==> src/rtl/ldm_stm_pkg.sv <==
// Shared definitions for the block-transfer (LDM/STM) sequencer.
//   state_e : sequencer state encoding (IDLE, XFER, FIN)
//   am_e    : addressing mode, encoded as {P, U}
//   WORD_BYTES : byte stride between consecutive transfers
package ldm_stm_pkg;

  typedef enum logic [1:0] {
    ST_IDLE = 2'd0,
    ST_XFER = 2'd1,
    ST_FIN  = 2'd2
  } state_e;

  // {pre-index, up}
  typedef enum logic [1:0] {
    AM_DA = 2'b00,
    AM_IA = 2'b01,
    AM_DB = 2'b10,
    AM_IB = 2'b11
  } am_e;

  localparam int WORD_BYTES = 4;

endpackage

==> src/rtl/ldm_stm_seq_lsb_find.sv <==
// Lowest-set-bit finder for the remaining register pattern.
//   pat      in  : remaining register pattern
//   idx      out : index of the lowest set bit (0 when pat is empty)
//   next_pat out : pat with its lowest set bit cleared
//   empty    out : pat has no bits set
module lsb_find #(
  parameter int RLIST_W = 16,
  parameter int RADDR_W = 4
) (
  input  logic [RLIST_W-1:0] pat,
  output logic [RADDR_W-1:0] idx,
  output logic [RLIST_W-1:0] next_pat,
  output logic               empty
);

  // Scan from the top down so the last hit wins: the lowest set bit.
  always_comb begin
    idx = '0;
    for (int i = RLIST_W - 1; i >= 0; i--) begin
      if (pat[i]) idx = RADDR_W'(i);
    end
  end

  assign next_pat = pat & (pat - RLIST_W'(1));
  assign empty    = (pat == '0);

endmodule

==> src/rtl/ldm_stm_seq.sv <==
// Load/store-multiple sequencer. Latches a register list, base and mode bits
// on START, then issues one memory request per listed register in ascending
// register order at ascending word addresses, finishing with a one-cycle
// DONE / optional base-writeback strobe.
//   CLK, RST          : clock, async active-high reset
//   START, RLIST, BASE, IR_P/U/L/W : launch request and operands (IDLE only)
//   ABORT             : kill, returns to IDLE at the next edge
//   REQ, REQ_ADDR, REQ_REG, REQ_NRW, REQ_LAST, REQ_ACK : request handshake
//   BUSY, DONE, WB_EN, WB_VAL : status, completion and writeback
module ldm_stm_seq
  import ldm_stm_pkg::*;
#(
  parameter int RLIST_W = 16,
  parameter int RADDR_W = 4,
  parameter int AW      = 32
) (
  input  logic               CLK,
  input  logic               RST,
  input  logic               START,
  input  logic [RLIST_W-1:0] RLIST,
  input  logic [AW-1:0]      BASE,
  input  logic               IR_P,
  input  logic               IR_U,
  input  logic               IR_L,
  input  logic               IR_W,
  input  logic               ABORT,
  input  logic               REQ_ACK,
  output logic               BUSY,
  output logic               REQ,
  output logic [AW-1:0]      REQ_ADDR,
  output logic [RADDR_W-1:0] REQ_REG,
  output logic               REQ_NRW,
  output logic               REQ_LAST,
  output logic               WB_EN,
  output logic [AW-1:0]      WB_VAL,
  output logic               DONE
);

  state_e             state_q, state_d;
  logic [RLIST_W-1:0] pat_q, pat_d;
  logic [AW-1:0]      addr_q, addr_d;
  logic [AW-1:0]      wb_q, wb_d;
  logic               nrw_q, nrw_d;
  logic               w_q, w_d;

  logic [RADDR_W-1:0] cur_idx;
  logic [RLIST_W-1:0] next_pat;
  logic               pat_empty;
  logic               last;
  logic [AW-1:0]      pcnt;
  logic [AW-1:0]      nbytes;

  lsb_find #(.RLIST_W(RLIST_W), .RADDR_W(RADDR_W)) u_lsb (
    .pat      (pat_q),
    .idx      (cur_idx),
    .next_pat (next_pat),
    .empty    (pat_empty)
  );

  // Single remaining bit: clearing it leaves nothing.
  assign last = ~pat_empty & (next_pat == '0);

  always_comb begin
    pcnt = '0;
    for (int i = 0; i < RLIST_W; i++) pcnt = pcnt + AW'(RLIST[i]);
  end
  assign nbytes = pcnt * AW'(WORD_BYTES);

  always_comb begin
    state_d = state_q;
    pat_d   = pat_q;
    addr_d  = addr_q;
    wb_d    = wb_q;
    nrw_d   = nrw_q;
    w_d     = w_q;
    case (state_q)
      ST_IDLE: begin
        if (START) begin
          pat_d = RLIST;
          nrw_d = ~IR_L;
          w_d   = IR_W;
          wb_d  = IR_U ? (BASE + nbytes) : (BASE - nbytes);
          // Decrementing modes still walk upward, so start at the low end.
          case (am_e'({IR_P, IR_U}))
            AM_IA:   addr_d = BASE;
            AM_IB:   addr_d = BASE + AW'(WORD_BYTES);
            AM_DA:   addr_d = BASE - nbytes + AW'(WORD_BYTES);
            AM_DB:   addr_d = BASE - nbytes;
            default: addr_d = BASE;
          endcase
          state_d = (RLIST == '0) ? ST_FIN : ST_XFER;
        end
      end
      ST_XFER: begin
        if (REQ_ACK && !ABORT) begin
          pat_d  = next_pat;
          addr_d = addr_q + AW'(WORD_BYTES);
          if (last) state_d = ST_FIN;
        end
      end
      ST_FIN:  state_d = ST_IDLE;
      default: state_d = ST_IDLE;
    endcase
    if (ABORT) state_d = ST_IDLE;
  end

  always_ff @(posedge CLK or posedge RST) begin
    if (RST) begin
      state_q <= ST_IDLE;
      pat_q   <= '0;
      addr_q  <= '0;
      wb_q    <= '0;
      nrw_q   <= 1'b0;
      w_q     <= 1'b0;
    end else begin
      state_q <= state_d;
      pat_q   <= pat_d;
      addr_q  <= addr_d;
      wb_q    <= wb_d;
      nrw_q   <= nrw_d;
      w_q     <= w_d;
    end
  end

  assign BUSY     = (state_q != ST_IDLE);
  assign REQ      = (state_q == ST_XFER);
  assign REQ_ADDR = addr_q;
  assign REQ_REG  = cur_idx;
  assign REQ_NRW  = nrw_q;
  assign REQ_LAST = (state_q == ST_XFER) & last;
  assign DONE     = (state_q == ST_FIN);
  assign WB_EN    = (state_q == ST_FIN) & w_q;
  assign WB_VAL   = wb_q;

endmodule

==> config.mk <==
export PLATFORM = sky130hd
export DESIGN_NAME = ldm_stm_seq
export DESIGN_NICKNAME = d
export VERILOG_FILES = /design/src/rtl/ldm_stm_pkg.sv /design/src/rtl/ldm_stm_seq_lsb_find.sv /design/src/rtl/ldm_stm_seq.sv
export SDC_FILE = /design/constraint.sdc
export NUM_CORES = 1
export LEC_CHECK = 0
export CAP_MARGIN = 20
export CORE_ASPECT_RATIO = 0.5
export CORE_UTILIZATION = 50
export CTS_CLUSTER_SIZE = 14
export DETAILED_ROUTE_END_ITERATION = 8
export PLACE_DENSITY = 0.74
export SETUP_SLACK_MARGIN = 0.05
export SKIP_LAST_GASP = 1
export SLEW_MARGIN = 25
export SYNTH_ARGS = -nofsm -noshare
export SYNTH_HDL_FRONTEND = slang
export SYNTH_SLANG_ARGS = --single-unit
==> constraint.sdc <==
create_clock -name CLK -period 3.7 [get_ports CLK]
set_input_delay 1.11 -clock CLK [delete_from_list [all_inputs] [get_ports CLK]]
set_output_delay 1.11 -clock CLK [all_outputs]
set_load 0.01 [all_outputs]
==> qor_table.md <==
| Parameter | This run | Unit |
| --- | --- | --- |
| Max-slew violations | 0 | - |
| Instance count of the mapped netlist | 1115 | - |
| Number of standard cells in the final layout excluding fillers | 1699 | - |
| Type of element capturing the critical path | register | - |
| Finished Cell Area | 13300 | sq um |
| Horizontal extent of the die | 183 | microns |
| Worst setup skew after layout | 0.00899 | ns |
| Worst hold start | WB_VAL[0] | - |
| Multi-input gate area in the final layout | 6650 | sq um |
| CTS tree | yes | - |
| Post-Place Cells | 1652 | - |
| Die height | 92.6 | microns |
| Via-to-Cell Ratio | 6.56 | - |
| Worst setup path class | input pin to register | - |
| DRC Markers | 0 | - |
| Post-route core utilization | 84.3 | % |
| Pin count of the biggest net entering global routing | 92 | - |
| Final number of setup-violating endpoints | 60 | - |
| Cell area power density | 628 | nW/um^2 |
| Leakage power total | 0.00554 | uW |
| Hold Vio Cnt, Final | 0 | - |
| Arrival time reported for the critical path endpoint | 6.99 | ns |
| Sequential cell area in the final layout | 2100 | sq um |
| Achievable Freq | 149 | MHz |
| RSZ-0062 raised after global routing | yes | - |
| Post-detail-place hpwl | 26.5 | mm |
| Detailed-router iteration count before antenna repair | 8 | - |
| Terminus of the critical flop-to-flop path | REQ_ADDR[31] | - |
| Fraction of the mapped netlist area in compound gates | 24.9 | % |
| GRT Resource Usage Total | 43.8 | % |
| Routed WL | 38.9 | mm |
| Die Outline Area | 17000 | sq um |
| RD Place Congestion | 1.02 | - |
| Proportion of synthesized area in mux cells | 0.976 | % |
| Share of post-route cells with drive strength above 1 | 33.3 | % |
| Number of buffers created by CTS | 9 | - |
| Post-synth ARST share | 100 | % |
| Net count of the finished layout | 1564 | - |
| Status | finished with violations | - |
| Clock-pin slew reported for the worst setup and hold paths after clock tree synthesis | 0.07 | ns |
| Worst Setup Slack post-DPL | -3.99 | ns |
| Placeable core region | 15700 | sq um |
| Reg2reg setup slack | 0.83 | ns |
| Remaining antenna violation count after routing | 0 | - |
| Routed length per instance | 22.9 | microns |
| Top-Level Pins | 131 | - |
| Via count of the first global-routing pass | 10300 | - |
| Site row count | 32 | - |
| Antenna diode instance count | 0 | - |
| Simple-Gate Fraction of Synth Area | 27.6 | % |
| Worst-case headroom to the max-slew limit | 47.4 | % |
| Distinct cells, synth | 79 | - |
| Part of the Yosys area used for sequential elements | 25.6 | % |
| Filler cell count | 941 | - |
| Period minus WS final | 6.71 | ns |
| Average cell area after synthesis | 7.36 | sq um |
| Worst reg2reg path depth | 9 | - |
| Peak supply drop | 0.624 | mV |
| Initial Util | 52.2 | % |
| Area share of xor/xnor cells in the synthesized design | 8.11 | % |
| Number of warnings issued by yosys | 0 | - |
| Critical-path maximum fanout | 5 | - |
| Worst Hold Margin | 0.480 | ns |
| Worst-case setup margin in the final layout | -3.01 | ns |
| Share of the cycle needed by the critical path after routing | 181 | % |
| Worst-skew pair later-pin latency | 0.36 | ns |
| Antenna violations before repair | 1 | - |
| Root buf cell | clkbuf_16 | - |
| Starting DRT DRC Count | 1737 | - |
| Total cell area at the placement stage | 11700 | sq um |
| Hold_buf cts | 0 | - |
| Number of enable-type register cells in the synthesized netlist | 0 | - |
| Endpoint required time on the critical path | 3.98 | ns |
| Worst Hold Path EP | WB_VAL[0] | - |
| Number of violations of the max-capacitance limit | 0 | - |
| Total vias in the final route | 11200 | - |
| Classification of the worst-slack hold path | register to register | - |
| Total overflow reported by the global router | 0 | - |
| Count of cells along the worst hold path | 2 | - |
| Slew @ Worst Pin | 0.779 | ns |
| Synth Area in Adders | 6.40 | % |
| Layout-stage area growth over the synthesis result | 61.5 | % |
| Launch point of the worst reg-to-reg path | REQ_ADDR[4] | - |
| Violations in the final reports | setup timing | - |
| Synthesized net count | 1206 | - |
| Top_reg_cell synth | dfrtp_1 | - |
| Yosys reg bits | 84 | - |
| Main combinational cell family by area after synthesis | simple AND/OR/NAND/NOR gates | - |
| Global-route wire length before repair | 56.8 | mm |
| Sort of element at the start of the critical path | input pin | - |
| Combined area of all synthesized cells | 8210 | sq um |
| Clock sink count | 84 | - |
| Clk buf depth | 2 | - |
| IO buf count | 130 | - |
| Number of H-tree levels | 3 | - |
## synthesized netlist by cell type, types with 7 or more instances
master    number  area (sq um)
nor3_1        43           215
o21ai_0      123           616
o22ai_1       15          93.8
xnor2_1       54           473
or4_1          8          60.1
nand2b_1      10          62.6
mux2i_1        8          80.1
xor2_1        22           193
o31ai_1       12          90.1
a21o_1        11          82.6
ha_1          22           275
nand2_1      144           541
nand3_1       37           185
dfrtp_1       84          2100
clkbuf_1      62           233
nand4_1       18           113
a31oi_1       15          93.8
nor2_1        91           342
fa_1          12           240
inv_1         61           229
a21oi_1       76           380
a221oi_1       7          61.3
o21bai_1       7          52.6
or3_1          9          56.3
nor4_1        20           125
and3_1        12          75.1
and2_1         7          43.8
## metal layers
layer  vias to the layer above  global-route usage, %  part of all wire, %
met4                         2                   12.1                  4.5
li1                       4724                      -                    -
met5                         -                      0                0.033
met1                      5224                   62.1                   41
met2                       994                   64.2                   41
met3                       207                   13.0                   14
## area by class of cell
class	instances	area share, %
multi-input cells	895	50.1
clock inverters	6	0.708
repair buffers	421	27.6
clock buffers	10	1.80
inverters	62	1.84
well taps	221	2.09
flip-flops and latches	84	15.9
## worst max-delay path, stage by stage
cell and delay (ns):
buf_8 0.08, inv_4 0.03, fa_1 0.57, fa_1 0.46
fa_2 0.38, fa_1 0.52, inv_1 0.06, ha_1 0.28
a21o_1 0.19, a21oi_4 0.22, xnor2_4 0.21, ha_4 0.28
or4_1 0.58, a31oi_4 0.21, and4bb_2 0.28, xor2_2 0.25
o21ai_4 0.15, buf_4 0.19, nor4_4 0.37, mux2i_1 0.29
nand4_1 0.14, o211ai_1 0.11
## worst max-delay path by stage
stage,from,endpoint,cells after the start
4_1_cts,RLIST[7],REQ_ADDR[20],21
5_1_grt,RLIST[7],REQ_ADDR[20],21
3_3_place_gp,RLIST[15],REQ_ADDR[19],22
2_1_floorplan,RLIST[15],REQ_ADDR[24],23
3_5_place_dp,RLIST[15],REQ_ADDR[30],22
6_report,RLIST[7],REQ_ADDR[20],22
## kinds of logic (layout without fill, tap and decap cells)
| group | after synthesis | after routing |
|---|---|---|
| AND/OR/NAND/NOR | 446 | 446 |
| AO/OA/AOI/OAI | 330 | 330 |
| buffers and inverters | 136 | 499 |
| flip-flops | 84 | 84 |
| XOR/XNOR | 76 | 76 |
| adder cells (fa/ha/maj) | 35 | 35 |
| multiplexers | 8 | 8 |
## power by group
group	switching, uW	leakage, uW	internal, uW
Sequential	237	0.00102	1120
Combinational	2960	0.00436	2950
Clock	443	0.000160	618
Total	3640	0.00554	4690
## registers in the layout, summed over array words and instances, names as in the netlist
signal    count
REQ_ADDR     32
REQ_NRW       1
WB_VAL       32
pat_q        16
state_q       2
w_q           1
## placed cells by master (no fill, tap or decap), types with 12 or more instances in the layout
cell type | synthesis | routed
a21oi_1 | 76 | 63
a31oi_1 | 15 | 13
and3_1 | 12 | 12
buf_4 | 1 | 254
buf_6 | 1 | 37
clkdlybuf4s50_1 | 0 | 120
dfrtp_1 | 84 | 84
ha_1 | 22 | 12
inv_1 | 61 | 48
nand2_1 | 144 | 134
nand3_1 | 37 | 35
nand4_1 | 18 | 18
nor2_1 | 91 | 81
nor3_1 | 43 | 32
nor4_1 | 20 | 13
o21ai_0 | 123 | 84
o21ai_1 | 2 | 33
xnor2_1 | 54 | 44
xor2_1 | 22 | 16
## timing repair
item / CTS / global route
endpoints found under the setup margin: 61 / 61
resized for setup: 215 / 53
buffers inserted: 29 / 8
pin swaps: 101 / 43
## metrics by stage
stage	TNS, ns	total power [uW]
floorplan	-132.77	3420
global placement	-193.24	5340
detailed placement	-197.88	5460
CTS	-131.12	7560
global route	-146.17	8570
finish	-139.53	8330
Power figures use the tool's default switching activity.
